### src/rtl/maze_rom_arbiter.sv
// Shares one single-port maze/sprite ROM between NUM_REQ requesters: fixed-priority requester 0 with a
// starvation guard, round-robin among the rest. Define ARB_STATS_EN to add per-requester grant/starvation counters.
module maze_rom_arbiter #(
  parameter int NUM_REQ    = 4,
  parameter int ADDR_W     = 12,
  parameter int DATA_W     = 8,
  parameter int ROM_LAT    = 2,
  parameter int STARVE_MAX = 3
) (
  input  logic                      Clk,
  input  logic                      Reset_n,
  input  logic [NUM_REQ-1:0]        req,
  input  logic [NUM_REQ*ADDR_W-1:0] addr,
  output logic [NUM_REQ-1:0]        gnt,
  output logic [NUM_REQ-1:0]        rdata_valid,
  output logic [DATA_W-1:0]         rdata,
  output logic [ADDR_W-1:0]         rom_addr,
  output logic                      rom_rd,
  input  logic [DATA_W-1:0]         rom_data,
  input  logic                      frame_start
`ifdef ARB_STATS_EN
  ,
  output logic [NUM_REQ*16-1:0]     grant_cnt,
  output logic [7:0]                starve_hits
`endif
);

  localparam int PTR_W = $clog2(NUM_REQ);

  logic [PTR_W-1:0]   rr_ptr;
  logic [PTR_W-1:0]   rr_idx;
  logic [PTR_W-1:0]   hi_idx;
  logic [PTR_W-1:0]   lo_idx;
  logic               hi_found;
  logic               lo_found;
  logic [3:0]         starve_cnt;
  logic               others_pending;
  logic               mask_on;
  logic [ADDR_W-1:0]  gnt_addr;
  // Stage 0 lines up with rom_rd; the tail (stage ROM_LAT) lines up with valid rom_data.
  logic [NUM_REQ-1:0] id_pipe [ROM_LAT+1];

  assign others_pending = |req[NUM_REQ-1:1];
  assign mask_on        = others_pending && (starve_cnt == 4'(STARVE_MAX));

  // Round-robin search: first requester at or above rr_ptr, else the lowest one (wrap).
  always_comb begin
    hi_found = 1'b0;
    lo_found = 1'b0;
    hi_idx   = '0;
    lo_idx   = '0;
    for (int unsigned j = 1; j < NUM_REQ; j++) begin
      if (req[j]) begin
        if (!hi_found && (PTR_W'(j) >= rr_ptr)) begin
          hi_found = 1'b1;
          hi_idx   = PTR_W'(j);
        end
        if (!lo_found) begin
          lo_found = 1'b1;
          lo_idx   = PTR_W'(j);
        end
      end
    end
    rr_idx = hi_found ? hi_idx : lo_idx;
  end

  always_comb begin
    gnt = '0;
    if (Reset_n) begin
      if (req[0] && !mask_on) begin
        gnt[0] = 1'b1;
      end else if (lo_found) begin
        gnt[rr_idx] = 1'b1;
      end
    end
  end

  always_comb begin
    gnt_addr = '0;
    for (int unsigned i = 0; i < NUM_REQ; i++) begin
      if (gnt[i]) begin
        gnt_addr = addr[i*ADDR_W +: ADDR_W];
      end
    end
  end

  always_ff @(posedge Clk or negedge Reset_n) begin
    if (!Reset_n) begin
      rr_ptr     <= PTR_W'(1);
      starve_cnt <= '0;
      rom_rd     <= 1'b0;
      rom_addr   <= '0;
      for (int unsigned k = 0; k <= ROM_LAT; k++) begin
        id_pipe[k] <= '0;
      end
    end else begin
      rom_rd     <= |gnt;
      id_pipe[0] <= gnt;
      for (int unsigned k = 1; k <= ROM_LAT; k++) begin
        id_pipe[k] <= id_pipe[k-1];
      end
      if (|gnt) begin
        rom_addr <= gnt_addr;
      end
      if ((|gnt) && !gnt[0]) begin
        rr_ptr <= (rr_idx == PTR_W'(NUM_REQ-1)) ? PTR_W'(1) : rr_idx + PTR_W'(1);
      end
      if (gnt[0] && others_pending) begin
        starve_cnt <= starve_cnt + 4'd1;
      end else begin
        starve_cnt <= '0;
      end
    end
  end

  assign rdata_valid = id_pipe[ROM_LAT];
  assign rdata       = rom_data;

`ifdef ARB_STATS_EN
  // frame_start clears every count; a grant on that same edge restarts its count at 1.
  always_ff @(posedge Clk or negedge Reset_n) begin
    if (!Reset_n) begin
      grant_cnt   <= '0;
      starve_hits <= '0;
    end else begin
      for (int unsigned i = 0; i < NUM_REQ; i++) begin
        if (frame_start) begin
          grant_cnt[i*16 +: 16] <= {15'd0, gnt[i]};
        end else if (gnt[i] && (grant_cnt[i*16 +: 16] != 16'hFFFF)) begin
          grant_cnt[i*16 +: 16] <= grant_cnt[i*16 +: 16] + 16'd1;
        end
      end
      if (frame_start) begin
        starve_hits <= {7'd0, mask_on};
      end else if (mask_on && (starve_hits != 8'hFF)) begin
        starve_hits <= starve_hits + 8'd1;
      end
    end
  end
`else
  logic frame_start_unused;
  assign frame_start_unused = frame_start;
`endif

endmodule

### config.mk
export PLATFORM = sky130hd
export DESIGN_NAME = maze_rom_arbiter
export DESIGN_NICKNAME = d
export VERILOG_FILES = /design/src/rtl/maze_rom_arbiter.sv
export SDC_FILE = /design/constraint.sdc
export NUM_CORES = 1
export LEC_CHECK = 0
export ABC_AREA = 1
export ABC_CLOCK_PERIOD_IN_PS = 1600
export CORE_ASPECT_RATIO = 0.7
export CORE_MARGIN = 4
export CORE_UTILIZATION = 37
export DETAILED_ROUTE_END_ITERATION = 10
export PLACE_DENSITY = 0.76
export RECOVER_POWER = 25
export SETUP_SLACK_MARGIN = 0.15
export SYNTH_ARGS = -nofsm -noshare
export SYNTH_HDL_FRONTEND = slang
export SYNTH_SLANG_ARGS = --single-unit
### constraint.sdc
create_clock -name Clk -period 1.6 [get_ports Clk]
set_input_delay 0.24 -clock Clk [delete_from_list [all_inputs] [get_ports Clk]]
set_output_delay 0.24 -clock Clk [all_outputs]
set_load 0.02 [all_outputs]
==> run summary <==
Status = finished with violations
Failing checks = negative setup slack
GRT Total Usage = 21.2%
FF+latch count, synth = 31
Worst stage delay on the critical path = 550 ps
WL per Instance = 15.6 um
H-tree lvl count = 2
Drc violations = 0
Std cell rows = 21
Slowest stage cell, crit path = dfstp_2
Worst path arrival time = 2130 ps
DR vias/cell = 4.70
Static Leakage = 1.79 nW
Fin crit period = 1950 ps
CTS tree = done
Initial Util = 38.8%
CP Buf/Inv Count = 3
Routability congestion estimate from global placement = 0.889
Area Growth Syn to Fin = 82.8%
Clock Latency Late Sink = 300 ps
Syn Area/Cell = 7.25 um^2
Post-Syn Instances = 259
Root Driver = clkbuf_8
Initial DRC count = 215
Worst Hold Class = in -> async
Period utilisation layout = 122%
Final WL = 6830 um
Setup tns final = -6640 ps
Hold Violations, Final = 0
Clock sinks = 31
Die Width = 93.1 um
Critical Path RT = 1780 ps
TritonRoute pass-1 iters = 4
Die Area = 6290 um^2
Via count = 2064
Cell taking the most area after synthesis = dfrtp_1
Max-cap violations = 0
Slew of the pin with the lowest slew margin = 816 ps
Post-DP HPWL = 3940 um
Setup Skew = 11.6 ps
Largest fanout on the critical path = 7
Share of layout cells above drive strength 1 = 31.6%
Core ar. = 4830 um^2
Peak supply drop = 494 uV
First-pass GRT wire length = 10000 um
Fin. max-slew vios = 0
RSZ-0062 raised after global routing = true
Final Worst Setup Slack = -349 ps
Port Buffers = 74
Fin util = 71.0%
Synth area leaders = dfrtp_1 (40%), nand2_1 (20%), nand3_1 (8.0%), inv_1 (6.6%), buf_4 (5.6%)
Syn Nets = 325
Clk buf depth = 2
Antenna viol nets, final = 0
Synth unique cells = 19
Setup crit end kind = flop
Critical Path Start Type = flop
Vias in the first global route = 2083
Mapped Area = 1880 um^2
Die H = 67.6 um
PwrDens = 1080 nW/um^2
Clock transition at the registers of the reported paths = 70 ps
Number of I/O pins = 92
Max Fclk = 513 MHz
Final Setup Violations = 25
Initial antenna violation count = 0
Post-synthesis sequential area ratio = 41.4%
Most frequent CP cell = nand2_1
CP delay by family, top = simple AND/OR/NAND/NOR gates
Setup CP Type = reg -> reg
YS warnings = 0
CP Cell Sequence = nand2_2, nand2_1, nor2_1, nor2_2, buf_4, nand2_4, nor2_4, buf_4, buf_8, nand2_1, nand3_2, nand2_1, nand2_1, nand2_1
Diodes inserted = 0
Total grt overflow = 0
Max-slew headroom = 45.6%
Final Net Count = 435
Num CTS Buffers = 5
Synth top area share = 40.0%
Largest net degree at the start of global routing = 19
[area by class of cell]
cell class                      count  area (um^2)
Inverter                           36          138
Clock buffer                        6         82.6
Clock inverter                      2         35.0
Multi-Input combinational cell    171         1000
Timing Repair Buffer              124         1310
Fill cell                         346         1400
Tap cell                           69         86.3
Sequential cell                    31          777
[cells in the mapped netlist, drive strengths merged]
cell type  count
nand2        108
inv           36
dfrtp         30
nand3         30
buf           21
nor2          14
a21oi         13
ha             3
a21boi         1
dfstp          1
or2            1
xor2           1
[worst min-delay path, stage by stage]
cell,delay (ps)
buf_2,120
buf_4,120
clkbuf_1,610
[layout by cell type (no fill, tap or decap), drive strengths merged]
cell	Yosys	final
a21boi	1	1
a21oi	13	13
buf	21	53
bufinv	0	1
clkbuf	0	7
clkdlybuf4s50	0	50
clkinv	0	1
dfrtp	30	30
dfstp	1	1
dlygate4sd2	0	17
dlygate4sd3	0	1
dlymetal6s2s	0	2
ha	3	3
inv	36	36
nand2	108	108
nand3	30	30
nor2	14	14
or2	1	1
xor2	1	1
[logic make-up after synthesis]
kind of cell             count (synthesis)  share of synthesized area [%]
AO/OA/AOI/OAI                           14                           4.07
XOR/XNOR                                 1                          0.467
adder cells (fa/ha/maj)                  3                           2.00
buffers and inverters                   57                           16.0
flip-flops                              31                           41.4
AND/OR/NAND/NOR                        153                           36.1
[stage by stage]
stage / worst slack [ps] / cell area [um^2] / instances / hold WS, ps / total power (W)
finish: -349 / 3430 / 439 / 264 / 0.00372
global route: -393 / 3430 / 439 / 325 / 0.00387
CTS: -265 / 3290 / 435 / 19.2 / 0.00355
detailed placement: -749 / 2680 / 398 / 259 / 0.00254
global placement: -691 / 2680 / 398 / 266 / 0.00250
floorplan: -0.0154 / 1910 / 259 / -55.6 / 0.00191
[path summary, 6_finish.rpt]
check / cells past startpoint / slack (ps) / from / to
min: 3 / 260 / Reset_n / rom_addr[4]
min in group Clk: 0 / 350 / id_pipe[5] / rdata_valid[1]
min reg2reg: 0 / 350 / id_pipe[5] / rdata_valid[1]
max: 14 / -350 / rr_ptr[0] / rom_addr[3]
max reg2reg: 14 / -350 / rr_ptr[0] / rom_addr[3]
max in group asynchronous: 3 / 830 / Reset_n / starve_cnt[1]
[state kept, by name, summed over array words and instances, names as in the netlist]
signal       flops
id_pipe          8
rdata_valid      4
rom_addr        12
rom_rd           1
rr_ptr           2
starve_cnt       4
[power by group]
| part | switching (W) | internal (W) |
|---|---|---|
| clock network | 0.000321 | 0.000504 |
| logic | 0.000939 | 0.000811 |
| registers | 0.000147 | 0.000997 |
[per-layer routing]
metal  vias up  global-route usage [%]  share of wire [%]
met4         0                    10.1                3.3
met1       943                    24.5                 39
met2        99                    36.1                 49
met5         -                       0                  0
li1        999                       -                  -
met3        23                    6.90                8.4
[timing repair]
item                                   CTS  global route
cloned                                   4             0
buffers inserted                        24             4
endpoints found under the hold margin   18             0
gates resized for setup                 95            28
pin swaps                               17            13
hold buffers                             1             0
setup endpoints to repair               40            29
Power figures use the tool's default switching activity.
